--- src/rtl/nonogram_sequencer.sv ---
// nonogram_sequencer: fetches 2*GRID_N clue words from the registry into a local buffer,
// streams them to the solver, starts the translator and latches the solved grid.
// Adds solve timeout, fail reporting, abort and buffered clue readback.
// Optional build macro: CLUE_CHECK_EN enables per-word clue feasibility checking in FETCH.
`timescale 1ns/1ps
module nonogram_sequencer #(
    parameter int unsigned  GRID_N      = 10,
    parameter int unsigned  SLOT_W      = 4,
    parameter int unsigned  SLOTS       = 5,
    parameter int unsigned  TIMEOUT_CYC = 1048576,
    localparam int unsigned CLUE_W      = SLOT_W * SLOTS,
    localparam int unsigned IDX_W       = $clog2(2 * GRID_N)
) (
    input  logic                      clk_in,
    input  logic                      reset_n_in,
    input  logic                      start_in,
    input  logic                      abort_in,
    input  logic                      readback_in,
    input  logic [15:0]               puzzle_addr_in,
    output logic                      reg_req_out,
    output logic [15:0]               reg_addr_out,
    input  logic                      reg_valid_in,
    input  logic [CLUE_W-1:0]         reg_data_in,
    input  logic                      reg_last_in,
    output logic                      slv_valid_out,
    input  logic                      slv_ready_in,
    output logic [IDX_W-1:0]          slv_index_out,
    output logic [CLUE_W-1:0]         slv_data_out,
    input  logic                      slv_done_in,
    input  logic                      slv_fail_in,
    output logic                      tr_start_out,
    input  logic                      tr_done_in,
    input  logic [GRID_N*GRID_N-1:0]  tr_grid_in,
    output logic [GRID_N*GRID_N-1:0]  grid_out,
    output logic                      busy_out,
    output logic                      done_out,
    output logic                      error_out,
    output logic [1:0]                err_code_out,
    output logic                      rb_valid_out,
    output logic [CLUE_W-1:0]         rb_data_out,
    output logic                      rb_done_out
);
    localparam int unsigned WORDS  = 2 * GRID_N;
    localparam int unsigned CNT_W  = $clog2(WORDS + 1);
    localparam int unsigned TMO_W  = $clog2(TIMEOUT_CYC + 1);
    localparam int unsigned GRID_W = GRID_N * GRID_N;
    localparam int unsigned SUM_W  = SLOT_W + 4;

    localparam logic [1:0] ERR_FETCH   = 2'd1;
    localparam logic [1:0] ERR_SOLVER  = 2'd2;
    localparam logic [1:0] ERR_TIMEOUT = 2'd3;

    typedef enum logic [2:0] {
        S_IDLE, S_FETCH, S_STREAM, S_SOLVE, S_TRANSLATE, S_READBACK
    } state_e;

    state_e              state_q, state_d;
    logic                start_prev_q, rb_prev_q;
    logic [15:0]         addr_q, addr_d;
    logic                req_q, req_d;
    logic [CNT_W-1:0]    cnt_q, cnt_d;
    logic [IDX_W-1:0]    idx_q, idx_d, idx_nx_c;
    logic [TMO_W-1:0]    tmo_q, tmo_d;
    logic                bufv_q, bufv_d;
    logic                chk_bad_q, chk_bad_d;
    logic                done_q, done_d;
    logic                err_q, err_d;
    logic [1:0]          code_q, code_d;
    logic [GRID_W-1:0]   grid_q, grid_d;
    logic                slv_valid_q, slv_valid_d;
    logic [CLUE_W-1:0]   slv_data_q, slv_data_d;
    logic                tr_start_q, tr_start_d;
    logic                rb_valid_q, rb_valid_d;
    logic [CLUE_W-1:0]   rb_data_q, rb_data_d;
    logic                rb_done_q, rb_done_d;
    logic                busy_q, busy_d;
    logic [CLUE_W-1:0]   clue_buf_q [WORDS];
    logic                buf_we_c;
    logic [IDX_W-1:0]    buf_wa_c;
    logic                start_edge_c, rb_edge_c, word_bad_c;

    assign start_edge_c = start_in && !start_prev_q;
    assign rb_edge_c    = readback_in && !rb_prev_q;
    assign idx_nx_c     = idx_q + IDX_W'(1);

`ifdef CLUE_CHECK_EN
    logic [SUM_W-1:0]  sum_c, nz_c;
    logic [SLOT_W-1:0] slot_c;

    // Minimum line length a clue word needs: runs plus one gap between each pair.
    always_comb begin
        sum_c  = '0;
        nz_c   = '0;
        slot_c = '0;
        for (int i = 0; i < int'(SLOTS); i++) begin
            slot_c = reg_data_in[i*SLOT_W +: SLOT_W];
            if (slot_c != '0) begin
                sum_c = sum_c + SUM_W'(slot_c);
                nz_c  = nz_c + SUM_W'(1);
            end
        end
        word_bad_c = (nz_c != '0) && ((sum_c + nz_c - SUM_W'(1)) > SUM_W'(GRID_N));
    end
`else
    assign word_bad_c = 1'b0;
`endif

    // State and registered outputs.
    always_ff @(posedge clk_in or negedge reset_n_in) begin
        if (!reset_n_in) begin
            state_q      <= S_IDLE;
            start_prev_q <= 1'b0;
            rb_prev_q    <= 1'b0;
            addr_q       <= '0;
            req_q        <= 1'b0;
            cnt_q        <= '0;
            idx_q        <= '0;
            tmo_q        <= '0;
            bufv_q       <= 1'b0;
            chk_bad_q    <= 1'b0;
            done_q       <= 1'b0;
            err_q        <= 1'b0;
            code_q       <= '0;
            grid_q       <= '0;
            slv_valid_q  <= 1'b0;
            slv_data_q   <= '0;
            tr_start_q   <= 1'b0;
            rb_valid_q   <= 1'b0;
            rb_data_q    <= '0;
            rb_done_q    <= 1'b0;
            busy_q       <= 1'b0;
        end else begin
            state_q      <= state_d;
            start_prev_q <= start_in;
            rb_prev_q    <= readback_in;
            addr_q       <= addr_d;
            req_q        <= req_d;
            cnt_q        <= cnt_d;
            idx_q        <= idx_d;
            tmo_q        <= tmo_d;
            bufv_q       <= bufv_d;
            chk_bad_q    <= chk_bad_d;
            done_q       <= done_d;
            err_q        <= err_d;
            code_q       <= code_d;
            grid_q       <= grid_d;
            slv_valid_q  <= slv_valid_d;
            slv_data_q   <= slv_data_d;
            tr_start_q   <= tr_start_d;
            rb_valid_q   <= rb_valid_d;
            rb_data_q    <= rb_data_d;
            rb_done_q    <= rb_done_d;
            busy_q       <= busy_d;
        end
    end

    // Clue buffer; contents are only meaningful while bufv_q is set.
    always_ff @(posedge clk_in) begin
        if (buf_we_c) clue_buf_q[buf_wa_c] <= reg_data_in;
    end

    // Next-state and output logic; abort overrides everything at the end.
    always_comb begin
        state_d     = state_q;
        addr_d      = addr_q;
        req_d       = 1'b0;
        cnt_d       = cnt_q;
        idx_d       = idx_q;
        tmo_d       = tmo_q;
        bufv_d      = bufv_q;
        chk_bad_d   = chk_bad_q;
        done_d      = done_q;
        err_d       = err_q;
        code_d      = code_q;
        grid_d      = grid_q;
        slv_valid_d = slv_valid_q;
        slv_data_d  = slv_data_q;
        tr_start_d  = 1'b0;
        rb_valid_d  = rb_valid_q;
        rb_data_d   = rb_data_q;
        rb_done_d   = 1'b0;
        buf_we_c    = 1'b0;
        buf_wa_c    = IDX_W'(cnt_q);

        case (state_q)
            S_IDLE: begin
                if (start_edge_c) begin
                    addr_d    = puzzle_addr_in;
                    req_d     = 1'b1;
                    done_d    = 1'b0;
                    err_d     = 1'b0;
                    code_d    = '0;
                    bufv_d    = 1'b0;
                    cnt_d     = '0;
                    chk_bad_d = 1'b0;
                    state_d   = S_FETCH;
                end else if (rb_edge_c && bufv_q) begin
                    idx_d      = '0;
                    rb_valid_d = 1'b1;
                    rb_data_d  = clue_buf_q[0];
                    state_d    = S_READBACK;
                end
            end
            S_FETCH: begin
                if (reg_valid_in) begin
                    // Words past the buffer end are dropped; cnt saturates so the fetch fails.
                    if (cnt_q < CNT_W'(WORDS)) begin
                        buf_we_c  = 1'b1;
                        cnt_d     = cnt_q + CNT_W'(1);
                        chk_bad_d = chk_bad_q | word_bad_c;
                    end
                    if (reg_last_in) begin
                        if (cnt_q == CNT_W'(WORDS - 1) && !chk_bad_q && !word_bad_c) begin
                            bufv_d      = 1'b1;
                            idx_d       = '0;
                            slv_valid_d = 1'b1;
                            slv_data_d  = clue_buf_q[0];
                            state_d     = S_STREAM;
                        end else begin
                            err_d   = 1'b1;
                            code_d  = ERR_FETCH;
                            state_d = S_IDLE;
                        end
                    end
                end
            end
            S_STREAM: begin
                if (slv_ready_in) begin
                    if (idx_q == IDX_W'(WORDS - 1)) begin
                        slv_valid_d = 1'b0;
                        tmo_d       = '0;
                        state_d     = S_SOLVE;
                    end else begin
                        idx_d      = idx_nx_c;
                        slv_data_d = clue_buf_q[idx_nx_c];
                    end
                end
            end
            S_SOLVE: begin
                if (slv_fail_in) begin
                    err_d   = 1'b1;
                    code_d  = ERR_SOLVER;
                    state_d = S_IDLE;
                end else if (slv_done_in) begin
                    tr_start_d = 1'b1;
                    state_d    = S_TRANSLATE;
                end else if (tmo_q == TMO_W'(TIMEOUT_CYC - 1)) begin
                    err_d   = 1'b1;
                    code_d  = ERR_TIMEOUT;
                    state_d = S_IDLE;
                end else begin
                    tmo_d = tmo_q + TMO_W'(1);
                end
            end
            S_TRANSLATE: begin
                if (tr_done_in) begin
                    grid_d  = tr_grid_in;
                    done_d  = 1'b1;
                    state_d = S_IDLE;
                end
            end
            S_READBACK: begin
                if (idx_q == IDX_W'(WORDS - 1)) begin
                    rb_valid_d = 1'b0;
                    rb_done_d  = 1'b1;
                    state_d    = S_IDLE;
                end else begin
                    idx_d     = idx_nx_c;
                    rb_data_d = clue_buf_q[idx_nx_c];
                end
            end
            default: state_d = S_IDLE;
        endcase

        if (abort_in) begin
            state_d     = S_IDLE;
            addr_d      = addr_q;
            req_d       = 1'b0;
            bufv_d      = bufv_q;
            done_d      = 1'b0;
            err_d       = err_q;
            code_d      = code_q;
            grid_d      = grid_q;
            slv_valid_d = 1'b0;
            tr_start_d  = 1'b0;
            rb_valid_d  = 1'b0;
            rb_done_d   = 1'b0;
            buf_we_c    = 1'b0;
        end

        busy_d = (state_d != S_IDLE);
    end

    assign reg_req_out   = req_q;
    assign reg_addr_out  = addr_q;
    assign slv_valid_out = slv_valid_q;
    assign slv_index_out = idx_q;
    assign slv_data_out  = slv_data_q;
    assign tr_start_out  = tr_start_q;
    assign grid_out      = grid_q;
    assign busy_out      = busy_q;
    assign done_out      = done_q;
    assign error_out     = err_q;
    assign err_code_out  = code_q;
    assign rb_valid_out  = rb_valid_q;
    assign rb_data_out   = rb_data_q;
    assign rb_done_out   = rb_done_q;

endmodule
--- config.mk ---
export PLATFORM = sky130hd
export DESIGN_NAME = nonogram_sequencer
export DESIGN_NICKNAME = d
export VERILOG_FILES = /design/src/rtl/nonogram_sequencer.sv
export SDC_FILE = /design/constraint.sdc
export NUM_CORES = 1
export LEC_CHECK = 0
export BUFFER_PORTS_ARGS = -buffer_cell sky130_fd_sc_hd__buf_4
export CORE_MARGIN = 4
export CORE_UTILIZATION = 58
export DETAILED_ROUTE_END_ITERATION = 7
export GPL_ROUTABILITY_DRIVEN = 0
export PLACE_DENSITY = 0.8
export SLEW_MARGIN = 20
export SYNTH_ARGS = -nofsm -noshare
export SYNTH_HDL_FRONTEND = slang
export SYNTH_SLANG_ARGS = --single-unit
--- constraint.sdc ---
create_clock -name clk_in -period 4.7 [get_ports clk_in]
set_input_delay 0.235 -clock clk_in [delete_from_list [all_inputs] [get_ports clk_in]]
set_output_delay 0.235 -clock clk_in [all_outputs]
set_load 0.05 [all_outputs]
==> summary.md, run 1 <==
| Metric | Value |
|---|---|
| Routing usage on met3 | `0.0679` |
| DRT Pass-1 Iters | `5` |
| IO buf count | `317` |
| CTS Sinks | `603` |
| CP Launch Point | `state_q[0]` |
| P_leak | `11.7 nW` |
| Hold Vio Cnt, Final | `0` |
| WP data required | `4.92 ns` |
| CTS tree | `built` |
| Ys flop type | `edfxtp_1` |
| Area leader, netlist | `edfxtp_1` |
| Number of remaining DRC errors | `0` |
| WHS | `0.104 ns` |
| Most common cell after layout, fill and taps aside | `edfxtp_1` |
| Power Internal | `8.98 mW` |
| Synthesis warning total | `0` |
| Fin util | `0.746` |
| Max-slew violation count | `0` |
| Setup TNS | `0 ns` |
| Crit path time final | `3.12 ns` |
| Core area | `41000 sq um` |
| Ys async rst share | `0.337` |
| Switching Share | `0.247` |
| Met1 usage | `0.375` |
| Post-synth top area share | `0.498` |
| Drt wl/cell | `27.9 um` |
| Class of the worst hold path | `primary input to register` |
| GR Util met2 | `0.519` |
| P per Cell Area | `390 nW/um^2` |
| Dpl ws | `1.59 ns` |
| Final Routed Wirelength | `68.8 mm` |
| Synth top area cells | `edfxtp_1 50%, dfrtp_1 21%, mux4_2 9.3%` |
| Clock power share | `0.389` |
| I/O pins | `318` |
| Flop-to-flop setup slack | `1.58 ns` |
| Max Clock Freq | `0.320 GHz` |
| Drt initial violations | `1847` |
| Initial Util | `0.589` |
| Final setup fails | `0` |
| Setup ws final | `1.58 ns` |
| Top Usage Layer GRT | `met2` |
| Crit path max fanout | `20` |
| Clock Latency Late Sink | `0.61 ns` |
| VDD IR max | `0.000269 V` |
| Reg-to-Reg End | `clue_buf_q[16][0]` |
| Net Count, Synth | `1562` |
| Post-DP HPWL | `39.7 mm` |
| Post-synthesis register bit count | `603` |
| Total grt overflow | `0` |
| Die X | `212 um` |
| Vias in the first global route | `16000` |
| Most frequent cells in the layout | `400 x edfxtp_1, 340 x buf_4, 202 x dfrtp_1` |
| Worst-case clock buffer depth | `3` |
| Largest net degree at the start of global routing | `119` |
| Worst reg2reg path depth | `5` |
| Status | `finished clean` |
| Reg power frac | `0.499` |
| Number of enable flip-flop cells after synthesis | `400` |
| Syn-to-layout area delta | `26.7%` |
| Comb pwr share | `0.112` |
| Period Utilization, post-route | `0.665` |
| First-pass GRT wire length | `101 mm` |
| Rows | `74` |
| Slew @ Worst Pin | `1.09 ns` |
| Psw | `2.95 mW` |
| Syn Area/Cell | `17.1 sq um` |
| Initial antenna violation count | `7` |
| Cells after synthesis | `1409` |
| Die Y | `212 um` |
| Crit. End Element | `register` |
| Critical Path End | `clue_buf_q[16][0]` |
| CTS resizes | `0` |
| Vias per Instance | `6.21` |
| Remaining antenna violation count | `0` |
| CTS Buf Count | `57` |
| # H-tree levels | `2` |
| Crit start category | `register` |
| Critical path type | `register to register` |
| Die area | `45000 sq um` |
| Clock transition at path regs | `0.06 ns` |
| GRT Overall Usage | `0.304` |
| Vias | `15300` |
| RSZ-0062 raised after global routing | `false` |
| Reg2reg start | `state_q[0]` |
| Sequential share of the synthesized area | `0.708` |
| Synth cell types | `64` |
| Critical path arrival | `3.35 ns` |
| Post-synthesis cell area | `24100 sq um` |
| Setup Skew | `0.0144 ns` |
| Relative slew slack | `0.271` |
| Max_cap viols | `0` |
| Share of cells above drive strength 1 | `0.360` |
| Root buf cell | `clkbuf_16` |
| Fill count | `2264` |
| Final nets | `2033` |
[cell families (layout without fill, tap and decap cells)]
kind of cell,count (synthesis),count (layout),share of synthesized area
xor gates and xnor gates,16,16,0.00612
DFF,603,603,0.708
and+or+nand+nor,281,281,0.0574
other,0,6,0
muxes,259,259,0.165
adders and majority gates,6,6,0.00311
AOI/OAI and AO/OA,141,141,0.0397
buffers and inverters,103,621,0.0205
[synth_stat cells, types with 7 or more instances]
master	n
edfxtp_1	400
dfrtp_1	203
mux2_2	116
mux4_2	100
nor2_1	88
nand2_1	63
nor3_1	47
o31ai_1	44
mux2i_1	43
clkbuf_1	32
a21oi_1	31
buf_2	30
inv_1	26
o22ai_1	19
nand3_1	13
o21ai_0	10
buf_4	9
nand2b_1	8
nand4_1	8
xor2_1	8
and3_1	7
xnor2_1	7
[stage by stage]
stage	instances	cell area (sq um)	total power, mW
2_1_floorplan	1409	24100	6.72
3_3_place_gp	2209	27200	7.23
3_5_place_dp	2209	27200	7.26
4_1_cts	2459	30600	11.9
5_1_grt	2465	30600	12.3
6_report	2465	30600	11.9
[worst min-delay path by stage]
| stage | startpoint | to | slack, ns | depth (start not counted) |
|---|---|---|---|---|
| 5_1_grt | slv_ready_in | slv_data_out[19] | 0.1 | 3 |
| 2_1_floorplan | reset_n_in | buf_wa_c[0] | -0.06 | 0 |
| 4_1_cts | slv_ready_in | slv_data_out[18] | 0.08 | 3 |
| 3_5_place_dp | readback_in | rb_prev_q | 0.36 | 1 |
| 3_3_place_gp | readback_in | rb_prev_q | 0.35 | 1 |
| 6_report | slv_ready_in | slv_data_out[19] | 0.10 | 3 |
[power by group through the flow]
stage | Clock, mW | Sequential [mW] | Combinational, mW
after floorplan | 0 | 6.52 | 0.194
after global placement | 0 | 6.04 | 1.19
after detailed placement | 0 | 6.05 | 1.21
after CTS | 4.68 | 5.94 | 1.32
after global routing | 4.94 | 5.97 | 1.39
final | 4.64 | 5.95 | 1.34
[cell type report]
cell class / count / area (sq um) / share of cell area
Antenna cell: 6 / 15.0 / 0.000491
Multi-Input combinational cell: 703 / 6720 / 0.220
Clock buffer: 78 / 1630 / 0.0532
Tap cell: 532 / 666 / 0.0218
Inverter: 26 / 97.6 / 0.00319
Clock inverter: 28 / 277 / 0.00904
Timing Repair Buffer: 489 / 4090 / 0.134
Sequential cell: 603 / 17100 / 0.559
[worst max-delay path, stage by stage, from the launching register on]
cell     delay, ns
dfrtp_1       0.56
nor3b_2       0.50
nand2_1       0.23
nor3_1        0.35
nand2_1       0.33
nor2_4        0.76
[registers in the layout (all words and copies together) (netlist names), 2 cells and up]
| name | cells |
|---|---|
| buf_wa_c | 5 |
| reg_addr_out | 16 |
| slv_index_out | 5 |
| rb_data_out | 20 |
| state_q | 3 |
| clue_buf_q | 400 |
| grid_out | 100 |
| tmo_q | 21 |
| err_code_out | 2 |
| slv_data_out | 20 |
[layer usage]
metal / share of wire / vias to the layer above
li1: - / 6423
met1: 0.35 / 7801
met2: 0.51 / 871
met3: 0.091 / 204
met4: 0.045 / 4
met5: 0.00039 / -
[what timing repair did]
item                                   4_1_cts  5_1_grt
setup buffers                                0        0
setup endpoints to repair                    0        0
endpoints found under the hold margin      644        0
hold buffers                               144        0
No activity file was read; power rests on OpenSTA's default activity.
==> run 2, diff against run 1 <==
Settings changed: CORE_UTILIZATION 58 to 52, PLACE_DENSITY 0.8 to 0.76.
Clock period 4.7 ns to 2.8 ns, I/O delays scaled along.
==> summary.md, run 2 (synthesis results as in run 1) <==
| Metric | Value |
|---|---|
| Status | `finished clean (unchanged)` |
| Crit path max fanout | `16 (was 20)` |
| RSZ-0062 raised after global routing | `false (unchanged)` |
| CTS Buf Count | `55 (was 57)` |
| Max-slew violation count | `0 (unchanged)` |
| Setup TNS | `0 ns (unchanged)` |
| Share of cells above drive strength 1 | `0.368 (was 0.360)` |
| Slew @ Worst Pin | `0.707 ns (was 1.09 ns)` |
| Dpl ws | `0.389 ns (was 1.59 ns)` |
| Period Utilization, post-route | `0.912 (was 0.665)` |
| # H-tree levels | `2 (unchanged)` |
| GRT Overall Usage | `0.274 (was 0.304)` |
| Number of remaining DRC errors | `0 (unchanged)` |
| WHS | `0.0661 ns (was 0.104 ns)` |
| Vias | `15400 (was 15300)` |
| Drt wl/cell | `26.7 um (was 27.9 um)` |
| IO buf count | `317 (unchanged)` |
| Reg power frac | `0.506 (was 0.499)` |
| Reg2reg start | `tmo_q[0] (was state_q[0])` |
| Clock power share | `0.378 (was 0.389)` |
| Area of the multi-input gates | `6680 sq um (was 6720 sq um)` |
| Final nets | `2074 (was 2033)` |
| Class of the worst hold path | `primary input to register (unchanged)` |
| Clock transition at path regs | `0.07 ns (was 0.06 ns)` |
| Root buf cell | `clkbuf_16 (unchanged)` |
| Final instance area | `31000 sq um (was 30600 sq um)` |
| Worst-case clock buffer depth | `3 (unchanged)` |
| I/O pins | `318 (unchanged)` |
| Post-DP HPWL | `42.5 mm (was 39.7 mm)` |
| Fill count | `2857 (was 2264)` |
| P per Cell Area | `636 nW/um^2 (was 390 nW/um^2)` |
| Vias per Instance | `6.00 (was 6.21)` |
| Die area | `49900 sq um (was 45000 sq um)` |
| Most common cell after layout, fill and taps aside | `edfxtp_1 (unchanged)` |
| Total power | `19.7 mW (was 11.9 mW)` |
| Switching Share | `0.252 (was 0.247)` |
| Comb pwr share | `0.116 (was 0.112)` |
| Placed cell area | `27700 sq um (was 27200 sq um)` |
| Setup ws final | `0.246 ns (was 1.58 ns)` |
| CTS tree | `built (unchanged)` |
| Crit path cell chain | `ha_1 -> nand3_2 -> or3_4 -> nor4b_4 -> nor3_1 -> dlygate4sd3_1 -> nor2_1 (was nor3b_2 -> nand2_1 -> nor3_1 -> nand2_1 -> nor2_4)` |
| Final cell count without fillers | `2575 (was 2465)` |
| DRT Pass-1 Iters | `5 (unchanged)` |
| Hold path startpoint | `reg_last_in (was slv_ready_in)` |
| Worst reg2reg path depth | `7 (was 5)` |
| Final setup fails | `0 (unchanged)` |
| Family with the most delay on the worst path | `simple AND/OR/NAND/NOR gates (unchanged)` |
| Largest net degree at the start of global routing | `84 (was 119)` |
| Syn-to-layout area delta | `28.5% (was 26.7%)` |
| Reg-to-Reg End | `err_code_out[1] (was clue_buf_q[16][0])` |
| Total grt overflow | `0 (unchanged)` |
| Vias in the first global route | `15900 (was 16000)` |
| Final Routed Wirelength | `68.9 mm (was 68.8 mm)` |
| Crit path time final | `2.55 ns (was 3.12 ns)` |
| Placed cell count | `2318 (was 2209)` |
| P_leak | `11.9 nW (was 11.7 nW)` |
| Most frequent cells in the layout | `400 x edfxtp_1, 368 x buf_4, 202 x dfrtp_1 (was 400 x edfxtp_1, 340 x buf_4, 202 x dfrtp_1)` |
| Max_cap viols | `0 (unchanged)` |
| Hold Crit Depth | `5 (was 3)` |
| First-pass GRT wire length | `103 mm (was 101 mm)` |
| Crit path buffers/inverters | `1 (was 0)` |
| Max reg flops | `400 (unchanged)` |
| Power Internal | `14.8 mW (was 8.98 mW)` |
| Fin util | `0.679 (was 0.746)` |
| Crit. End Element | `register (unchanged)` |
| Core area | `45700 sq um (was 41000 sq um)` |
| Initial Util | `0.529 (was 0.589)` |
| Biggest register | `clue_buf_q (unchanged)` |
| VDD IR max | `0.000515 V (was 0.000269 V)` |
| Hold worst-path end | `slv_valid_out (was slv_data_out[19])` |
| Die X | `223 um (was 212 um)` |
| Relative slew slack | `0.529 (was 0.271)` |
| Rows | `78 (was 74)` |
| Post-CTS Repair Setup Buffers | `0 (unchanged)` |
| Drt initial violations | `1674 (was 1847)` |
| Remaining antenna violation count | `0 (unchanged)` |
| Crit start category | `register (unchanged)` |
| Clock Latency Late Sink | `0.62 ns (was 0.61 ns)` |
| Setup Skew | `0.0239 ns (was 0.0144 ns)` |
| Crit-path max cell delay | `0.57 ns (was 0.76 ns)` |
| Critical path arrival | `3.10 ns (was 3.35 ns)` |
| CTS Sinks | `603 (unchanged)` |
| Critical path type | `register to register (unchanged)` |
| WP data required | `3.35 ns (was 4.92 ns)` |
| Sequential cell area | `17100 sq um (unchanged)` |
| Initial antenna violation count | `10 (was 7)` |
| Crit path max-delay cell type | `dlygate4sd3_1 (was nor2_4)` |
| Flop-to-flop setup slack | `0.25 ns (was 1.58 ns)` |
| Max Clock Freq | `0.392 GHz (was 0.320 GHz)` |
| Hold Vio Cnt, Final | `0 (unchanged)` |
| Psw | `4.97 mW (was 2.95 mW)` |
| Die Y | `223 um (was 212 um)` |
run 2: power by group through the flow:
stage          logic, mW  clock network, mW  registers [mW]
3_5_place_dp        2.09                  0            10.2
3_3_place_gp        2.06                  0            10.1
6_report            2.28               7.46            9.99
4_1_cts             2.27               7.52            9.97
2_1_floorplan      0.326                  0            11.0
5_1_grt             2.38               7.95            10.0
run 2: per-layer routing:
metal  routed length [um]  GRT usage
met5                   26          0
met4                 3160      0.111
met3                 6380     0.0624
met2                35200      0.473
met1                24100      0.338
run 2: layout make-up:
class                   instances  area share
flip-flops and latches        603       0.551
clock buffers                  74      0.0490
multi-input cells             703       0.216
diodes                         10    0.000807
repair buffers                532       0.148
inverters                      26     0.00315
well taps                     600      0.0242
clock inverters                27     0.00851
run 2: how the worst max path moves through the flow:
stage | cells after the start | endpoint | start | slack [ns]
global placement | 6 | clue_buf_q[3][11] | buf_wa_c[3] | 0.46
global route | 7 | err_code_out[1] | tmo_q[0] | 0.15
CTS | 7 | err_code_out[1] | tmo_q[0] | 0.1
finish | 7 | err_code_out[1] | tmo_q[0] | 0.25
floorplan | 6 | clue_buf_q[12][0] | state_q[0] | 0.04
detailed placement | 7 | rb_data_out[13] | slv_index_out[0] | 0.39
run 2: worst min-delay path, stage by stage:
cell     delay, ns
buf_4         0.11
nand2_1       0.14
nor2_1        0.10
nor2_1        0.10
nor3_1        0.05
run 2: what timing repair did:
action / 4_1_cts / 5_1_grt
hold buffers: 146 / 0
setup endpoints to repair: 0 / 1
hold endpoints to repair: 608 / 0
resized for setup: 0 / 2
